===== config.mk =====
export PLATFORM = sky130hd
export DESIGN_NAME = bcd_iter_conv
export DESIGN_NICKNAME = d
export VERILOG_FILES = /design/src/rtl/bcd_pkg.sv /design/src/rtl/bcd_digit_adj.sv /design/src/rtl/bcd_iter_conv.sv
export SDC_FILE = /design/constraint.sdc
export NUM_CORES = 1
export LEC_CHECK = 0
export BUFFER_PORTS_ARGS = -buffer_cell sky130_fd_sc_hd__clkbuf_2
export CAP_MARGIN = 10
export CELL_PAD_IN_SITES_DETAIL_PLACEMENT = 1
export CELL_PAD_IN_SITES_GLOBAL_PLACEMENT = 1
export CORE_MARGIN = 2
export CORE_UTILIZATION = 42
export CTS_CLUSTER_DIAMETER = 30
export DETAILED_ROUTE_END_ITERATION = 7
export PLACE_DENSITY_LB_ADDON = 0.1
export SYNTH_ARGS = -nofsm -noshare
export SYNTH_HDL_FRONTEND = slang
export SYNTH_HIERARCHICAL = 1
export SYNTH_SLANG_ARGS = --single-unit

===== constraint.sdc =====
create_clock -name clk -period 2.11 [get_ports clk]
set_input_delay 0.422 -clock clk [delete_from_list [all_inputs] [get_ports clk]]
set_output_delay 0.422 -clock clk [all_outputs]
set_load 0.005 [all_outputs]

===== src/rtl/bcd_pkg.sv =====
// Shared types and constants for the iterative binary-to-BCD converter.
package bcd_pkg;

  typedef enum logic [1:0] {
    IDLE  = 2'd0,
    SHIFT = 2'd1,
    DONE  = 2'd2
  } conv_state_t;

  localparam int unsigned BCD_DIGIT_W = 4;

  // Decimal digit count of 2^bin_w - 1, i.e. ceil(bin_w * log10(2)) with log10(2) ~ 0.30103.
  function automatic int unsigned bcd_digits_for(input int unsigned bin_w);
    int unsigned d;
    d = (bin_w * 30103 + 99999) / 100000;
    return (d == 0) ? 1 : d;
  endfunction

endpackage


===== src/rtl/bcd_digit_adj.sv =====
// One BCD digit correction step of double dabble: add 3 when the digit is 5 or more.
module bcd_digit_adj
  import bcd_pkg::*;
(
  input  logic [BCD_DIGIT_W-1:0] digit_in,
  output logic [BCD_DIGIT_W-1:0] digit_out
);

  always_comb begin
    digit_out = digit_in;
    if (digit_in >= BCD_DIGIT_W'(5)) digit_out = digit_in + BCD_DIGIT_W'(3);
  end

endmodule


===== src/rtl/bcd_iter_conv.sv =====
// Sequential binary-to-BCD converter (shift-and-add-3), one input bit per cycle,
// valid/ready handshake on both sides and an overflow flag for truncated results.
module bcd_iter_conv
  import bcd_pkg::*;
#(
  parameter int unsigned BIN_W  = 8,
  parameter int unsigned DIGITS = 3
) (
  input  logic                          clk,
  input  logic                          rst,
  input  logic                          en,
  input  logic [BIN_W-1:0]              data_in,
  output logic                          in_ready,
  output logic                          out_valid,
  input  logic                          out_ready,
  output logic [BCD_DIGIT_W*DIGITS-1:0] bcd_out,
  output logic                          overflow
);

  localparam int unsigned BCD_W = BCD_DIGIT_W * DIGITS;
  localparam int unsigned CNT_W = $clog2(BIN_W + 1);
  localparam logic [CNT_W-1:0] CNT_INIT = CNT_W'(BIN_W);
  localparam logic [CNT_W-1:0] CNT_LAST = CNT_W'(1);

  conv_state_t      state, state_nxt;
  logic [BIN_W-1:0] bin_sh;
  logic [BCD_W-1:0] bcd_acc;
  logic [BCD_W-1:0] bcd_adj;
  logic [BCD_W-1:0] bcd_shift;
  logic             ovf;
  logic             ovf_bit;
  logic [CNT_W-1:0] cnt;
  logic [BCD_W-1:0] bcd_q;
  logic             ovf_q;
  logic             accept;

  for (genvar d = 0; d < DIGITS; d++) begin : g_digit
    bcd_digit_adj u_adj (
      .digit_in  (bcd_acc[d*BCD_DIGIT_W +: BCD_DIGIT_W]),
      .digit_out (bcd_adj[d*BCD_DIGIT_W +: BCD_DIGIT_W])
    );
  end

  // Top bit of the adjusted accumulator falls off on the shift: that is the decimal carry-out.
  assign ovf_bit   = bcd_adj[BCD_W-1];
  assign bcd_shift = {bcd_adj[BCD_W-2:0], bin_sh[BIN_W-1]};
  assign accept    = en && in_ready;

  always_ff @(posedge clk) begin
    if (rst) state <= IDLE;
    else     state <= state_nxt;
  end

  always_comb begin
    state_nxt = state;
    unique case (state)
      IDLE:    if (en)             state_nxt = SHIFT;
      SHIFT:   if (cnt <= CNT_LAST) state_nxt = DONE;
      DONE:    if (out_ready)      state_nxt = IDLE;
      default:                     state_nxt = IDLE;
    endcase
  end

  always_comb begin
    in_ready  = (state == IDLE);
    out_valid = (state == DONE);
  end

  // The result is captured into separate registers on the final shift so the
  // outputs keep the previous result while the next conversion runs.
  always_ff @(posedge clk) begin
    if (rst) begin
      bin_sh  <= '0;
      bcd_acc <= '0;
      ovf     <= 1'b0;
      cnt     <= '0;
      bcd_q   <= '0;
      ovf_q   <= 1'b0;
    end else if (accept) begin
      bin_sh  <= data_in;
      bcd_acc <= '0;
      ovf     <= 1'b0;
      cnt     <= CNT_INIT;
    end else if (state == SHIFT && cnt != '0) begin
      bin_sh  <= bin_sh << 1;
      bcd_acc <= bcd_shift;
      ovf     <= ovf | ovf_bit;
      cnt     <= cnt - CNT_LAST;
      if (cnt == CNT_LAST) begin
        bcd_q <= bcd_shift;
        ovf_q <= ovf | ovf_bit;
      end
    end
  end

  assign bcd_out  = bcd_q;
  assign overflow = ovf_q;

endmodule


==> results of run 1 <==
## metal layers
layer,up-vias,part of all wire (%)
li1,947,-
met1,885,46
met2,39,49
met3,5,3.5
met4,0,1.1
met5,-,0
## power groups by stage
stage | Sequential [uW] | Clock [uW] | Combinational, uW
after floorplan | 815 | 0 | 216
after global placement | 824 | 0 | 300
after detailed placement | 825 | 0 | 303
after CTS | 807 | 649 | 303
after global routing | 813 | 686 | 333
final | 807 | 632 | 302
## area by class of cell
class	instances	share of cell area, %
Tap cell	67	3.56
Timing Repair Buffer	37	9.56
Sequential cell	40	34.0
Multi-Input combinational cell	179	46.9
Clock inverter	2	1.49
Clock buffer	6	3.08
Inverter	9	1.43
## worst max-delay path, cell delays in order, from the launching register on
cell and delay [ps]:
dfxtp_1 350, inv_1 110, ha_1 260, or3b_1 610, buf_4 250, a31oi_1 160
nor2_1 50
## logic make-up (layout without fill, tap and decap cells)
family	after synthesis	count (layout)	synth area share, %
DFF	40	40	39.1
adders and majority gates	9	9	5.50
muxes	3	3	1.47
AOI/OAI and AO/OA	91	91	26.1
and+or+nand+nor	73	73	19.3
buffers and inverters	31	54	7.27
xor gates and xnor gates	3	3	1.28
## state kept, by name (all words and copies together), names as in the netlist
| name | cells |
|---|---|
| bcd_acc | 12 |
| bcd_out | 12 |
| bin_sh | 8 |
| cnt | 4 |
| overflow | 1 |
| ovf | 1 |
| state | 2 |
## through the flow
stage | total power (uW) | setup WS, ps | cells
finish | 1740 | 210 | 340
global route | 1830 | 87.1 | 340
CTS | 1760 | 225 | 340
detailed placement | 1130 | 223 | 332
global placement | 1120 | 312 | 332
floorplan | 1030 | 489 | 250
## cells in the final DEF, fill, tap and decap left out, types with 2 or more instances in the layout
cell type / synthesis / routed
a32oi_1: 5 / 5
or4_1: 2 / 2
dfxtp_1: 40 / 40
a21oi_1: 36 / 36
a21oi_2: 3 / 3
nand3_1: 27 / 27
buf_4: 1 / 10
nor2_1: 10 / 10
o211ai_1: 6 / 6
nand2b_1: 9 / 9
nor3_1: 3 / 3
a31oi_1: 2 / 2
mux2i_1: 3 / 3
clkbuf_2: 0 / 26
inv_1: 9 / 9
clkbuf_8: 0 / 5
nand2_1: 13 / 13
o21ai_1: 13 / 13
or3b_1: 2 / 2
ha_1: 9 / 9
a311oi_2: 2 / 2
o21ai_0: 21 / 21
xnor2_1: 3 / 3
## how the worst max path moves through the flow
stage,startpoint,cells past startpoint,endpoint
after floorplan,cnt[0]$_SDFFE_PP0P_,6,bcd_out[10]$_SDFFE_PP0P_
after global placement,cnt[0]$_SDFFE_PP0P_,6,ovf$_SDFFE_PP0P_
after detailed placement,cnt[0]$_SDFFE_PP0P_,6,ovf$_SDFFE_PP0P_
after CTS,cnt[0]$_SDFFE_PP0P_,6,ovf$_SDFFE_PP0P_
after global routing,cnt[0]$_SDFFE_PP0P_,6,ovf$_SDFFE_PP0P_
final,cnt[0]$_SDFFE_PP0P_,6,ovf$_SDFFE_PP0P_
==> reports/summary.txt, run 1 <==
status: finished clean
reg2reg path depth: 6
combinational share of power: 17.3%
Yosys reg bits: 40
Worst Tran Pin Value: 502 ps
setup TNS: 0 ps
top cell type's share of synthesized area: 39.1%
Num CTS Buffers: 5
H-tree levels: 2
worst-case clock buffer depth: 2
Final Cell Area: 2360 um2
GRT Total Usage: 20.8%
Post-CTS Hold Fix Bufs: 0
met3 GRT Util: 4.53%
final wirelength: 5190 um
area of the multi-input gates: 1100 um2
Reg power frac: 46.4%
clk_lat worst skew: 300 ps
max_cap viols: 0
Post-synth ARST share: 0%
clock power share: 36.3%
final net count: 293
DP HPWL: 3600 um
Hold Worst Slack: 357 ps
hold path endpoint: bin_sh[0]$_SDFFE_PP0P_
Max-slew headroom: 66.5%
Peak supply drop: 0.461 mV
clock root buffer master: clkbuf_8
Internal: 1230 uW
drt drc: 0
Ys Warns: 6
TritonCTS clock tree: built
Final Hold Vio Count: 0
synth-to-layout area growth: 15.1%
pwr/cell area: 739 nW/um2
DRT iter0 DRCs: 133
gp weighted congestion: 0.725
LEAKAGE: 0.000861 uW
die height: 73.8 um
number of global-route vias before repair: 1816
Hold Crit Depth: 3
initial antenna violation count: 0
Final ANT Viol Nets: 0
WL/cell: 15.3 um
synth cell count leaders: dfxtp_1, a21oi_1, nand3_1
register area share after synthesis: 39.1%
Reg area: 801 um2
met2 GRT Util: 36.3%
CP max FO: 14
final period demand of the worst path: 1900 ps
Post-CTS Setup Bufs: 0
area of the die: 5450 um2
most common cell in the netlist: dfxtp_1
Main synth FF type: dfxtp_1
GR Util met1: 25.4%
final period utilization: 90.0%
clock skew: 5.03 ps
I/O pin count: 27
Vias/cell: 5.52
HP Class: in -> reg
Initial Util: 43.3%
gr ovfl total: 0
Area contributors post-synth: dfxtp_1, a21oi_1, nand3_1
area post-placement: 2250 um2
Mapped Nets: 271
CP Data Required Time: 2300 ps
Post-Synthesis Cells: 250
post-layout utilization of the core: 49.9%
Worst EP arrival: 2090 ps
# clock sinks: 40
RSZ-0062 raised after global routing: no
flop2flop setup slack: 210 ps
FF-to-FF Start: cnt[0]$_SDFFE_PP0P_
CP Capture Type: register
max-slew violations: 0
Setup Viol. Count Final: 0
largest net degree at the start of global routing: 38
CTS clk-pin slew, worst paths: 80 ps
Placeable Area: 4720 um2
Resized cells post-CTS: 0
Vias: 1876
Mapped Area: 2050 um2
drt first pass iters: 4
die width: 73.8 um
kind of critical path: reg -> reg
GR peak layer: met2
HP Start: data_in[0]
num rows: 25
fill count: 584
worst flop-to-flop path endpoint: ovf$_SDFFE_PP0P_
Sw Ratio: 29.1%
Netlist cell types: 33
first-pass GRT wire length: 8670 um
Port Buffer Count: 26
Max Clock Freq: 526 MHz
share of cells above drive strength 1: 19.8%
area leader, netlist: dfxtp_1
Psw: 506 uW
Mapped Avg Cell Area: 8.19 um2
CP Launch Type: register
count of flip-flops with a built-in enable after synthesis: 0
Antenna diodes: 0
(Power assumes the default switching activity.)
==> run 2, diff against run 1 <==
--- a/config.mk
+++ b/config.mk
@@ -9,10 +9,13 @@
 export CAP_MARGIN = 10
 export CELL_PAD_IN_SITES_DETAIL_PLACEMENT = 1
 export CELL_PAD_IN_SITES_GLOBAL_PLACEMENT = 1
+export CORE_ASPECT_RATIO = 2
 export CORE_MARGIN = 2
 export CORE_UTILIZATION = 42
 export CTS_CLUSTER_DIAMETER = 30
 export DETAILED_ROUTE_END_ITERATION = 7
+export GPL_TIMING_DRIVEN = 0
+export MAX_ROUTING_LAYER = met4
 export PLACE_DENSITY_LB_ADDON = 0.1
 export SYNTH_ARGS = -nofsm -noshare
 export SYNTH_HDL_FRONTEND = slang
==> run 2 against run 1 <==
Net effect: global-route usage increased by 1.9 points; final cell count unchanged; first-iteration DRC count decreased by 82%; clock skew increased by 3.8 ps; critical path type unchanged; largest power group unchanged; highest routed layer unchanged.
==> reports/summary.txt, run 2 (same netlist as run 1, synthesis figures left out) <==
share of cells above drive strength 1: 19.4% (-0.35 points)
CP max FO: 10 (-4)
Max-slew headroom: 42.7% (-24 points)
commonest non-fill, non-tap cell in the layout: dfxtp_1
Internal: 1110 uW (-9.8%)
final wirelength: 5370 um (+3.6%)
clock power share: 32.0% (-4.3 points)
I/O pin count: 27 (unchanged)
setup TNS: 0 ps (unchanged)
Initial Util: 42.9% (-0.47 points)
CP Data Required Time: 2320 ps (+20 ps)
HP Class: in -> reg
Placeable Area: 4770 um2 (+1.1%)
Reg power frac: 49.1% (+2.7 points)
max_cap viols: 0 (unchanged)
num rows: 36 (+44%)
pwr/cell area: 702 nW/um2 (-5.0%)
Resized cells post-CTS: 0 (unchanged)
dpl cells: 332 (unchanged)
Max Clock Freq: 508 MHz (-3.4%)
Sw Ratio: 32.2% (+3.1 points)
final period utilization: 93.2% (+3.2 points)
gr ovfl total: 0 (unchanged)
CP Capture Type: register
TritonCTS clock tree: built
CP Launch Type: register
Final ANT Viol Nets: 0 (unchanged)
worst path cell trace: inv_1 > ha_1 > nor3b_1 > buf_2 > o21ai_1 > a311oi_2
drt first pass iters: 4 (unchanged)
Reg area: 801 um2 (unchanged)
first-pass GRT wire length: 8880 um (+2.4%)
largest net degree at the start of global routing: 15 (-61%)
fill count: 626 (+7.2%)
final period demand of the worst path: 1970 ps (+67.5 ps)
Worst Tran Pin Value: 857 ps (+355 ps)
drt drc: 0 (unchanged)
clock root buffer master: clkbuf_8
gp weighted congestion: 0.847 (+17%)
area of the multi-input gates: 1100 um2 (-0.68%)
CTS clk-pin slew, worst paths: 90 ps (about the same)
most frequent cells in the layout: dfxtp_1, a21oi_1, nand3_1
RSZ-0062 raised after global routing: no
kind of critical path: reg -> reg
DRT iter0 DRCs: 24 (-82%)
Peak supply drop: 0.495 mV (+7.3%)
H-tree levels: 2 (unchanged)
Worst EP arrival: 2180 ps (+90 ps)
Setup Viol. Count Final: 0 (unchanged)
Post-CTS Hold Fix Bufs: 0 (unchanged)
final net count: 303 (+3.4%)
Port Buffer Count: 25 (-3.8%)
LEAKAGE: 0.000854 uW (-0.76%)
Num CTS Buffers: 5 (unchanged)
Antenna diodes: 0 (unchanged)
GRT Total Usage: 22.7% (+1.9 points)
max-slew violations: 0 (unchanged)
clk_lat worst skew: 300 ps (about the same)
Vias: 1920 (+2.3%)
area of the die: 5480 um2 (+0.63%)
DP HPWL: 3990 um (+11%)
Psw: 528 uW (+4.2%)
status: finished clean
Vias/cell: 5.65 (+2.3%)
Post-CTS Setup Bufs: 0 (unchanged)
CP max-delay cell: nor3b_1
# clock sinks: 40 (unchanged)
max incr delay on CP: 470 ps (-140 ps)
worst-case clock buffer depth: 2 (unchanged)
number of global-route vias before repair: 1873 (+3.1%)
clock skew: 8.81 ps (+3.78 ps)
synth-to-layout area growth: 14.1%
initial antenna violation count: 0 (unchanged)
Final Non-Filler Cells: 340 (unchanged)
Final Hold Vio Count: 0 (unchanged)
die height: 103 um (+39%)
combinational share of power: 18.9% (+1.6 points)
die width: 53.4 um (-28%)
WL/cell: 15.8 um (+3.6%)
-- run 2: path summary, 6_finish.rpt --
kind	from	to	slack (ps)	cells past startpoint
min	data_in[0]	bin_sh[0]$_SDFFE_PP0P_	350	3
max	cnt[0]$_SDFFE_PP0P_	bin_sh[6]$_SDFFE_PP0P_	140	6
max reg2reg	cnt[0]$_SDFFE_PP0P_	bin_sh[6]$_SDFFE_PP0P_	140	6
min reg2reg	bcd_out[6]$_SDFFE_PP0P_	bcd_out[6]$_SDFFE_PP0P_	480	2
-- run 2: final cells by class --
type / count / share of cell area, %
inverters: 9 / 1.45
well taps: 57 / 3.05
flip-flops and latches: 40 / 34.3
clock buffers: 5 / 2.95
clock inverters: 3 / 1.02
repair buffers: 25 / 5.36
multi-input cells: 179 / 47.0
plain buffers: 22 / 4.93
-- run 2: metrics by stage --
step / utilization (%) / area, um2 / power, uW / hold WS [ps] / setup slack (ps)
after floorplan: - / 2050 / 1030 / 457 / 489
after CTS: 48.9 / 2340 / 1670 / 344 / 157
final: 48.9 / 2340 / 1640 / 353 / 143
after detailed placement: 47.0 / 2240 / 1130 / 477 / 207
after global placement: 47.0 / 2240 / 1120 / 464 / 328
after global routing: 48.9 / 2340 / 1720 / 355 / 59.9
-- run 2: power groups by stage --
stage / Sequential, uW / Clock [uW] / Combinational, uW
3_3_place_gp: 821 / 0 / 303
4_1_cts: 806 / 551 / 314
2_1_floorplan: 815 / 0 / 216
3_5_place_dp: 823 / 0 / 312
5_1_grt: 809 / 565 / 342
6_report: 805 / 525 / 310
-- run 2: critical path: cells and delay by family (launching register included) --
kind,cells,cell delay (ps)
compound gates,2,360
flops,1,370
buf+inv,2,420
simple gates,1,470
fa+ha+maj,1,260
-- run 2: per-layer routing --
metal  up-vias  GRT usage (%)  wire length (um)
met4         0           9.47                93
met3         5           3.48               137
li1        960              -                 -
met5         -              -                 0
met1       927           27.1              2380
met2        28           37.0              2760
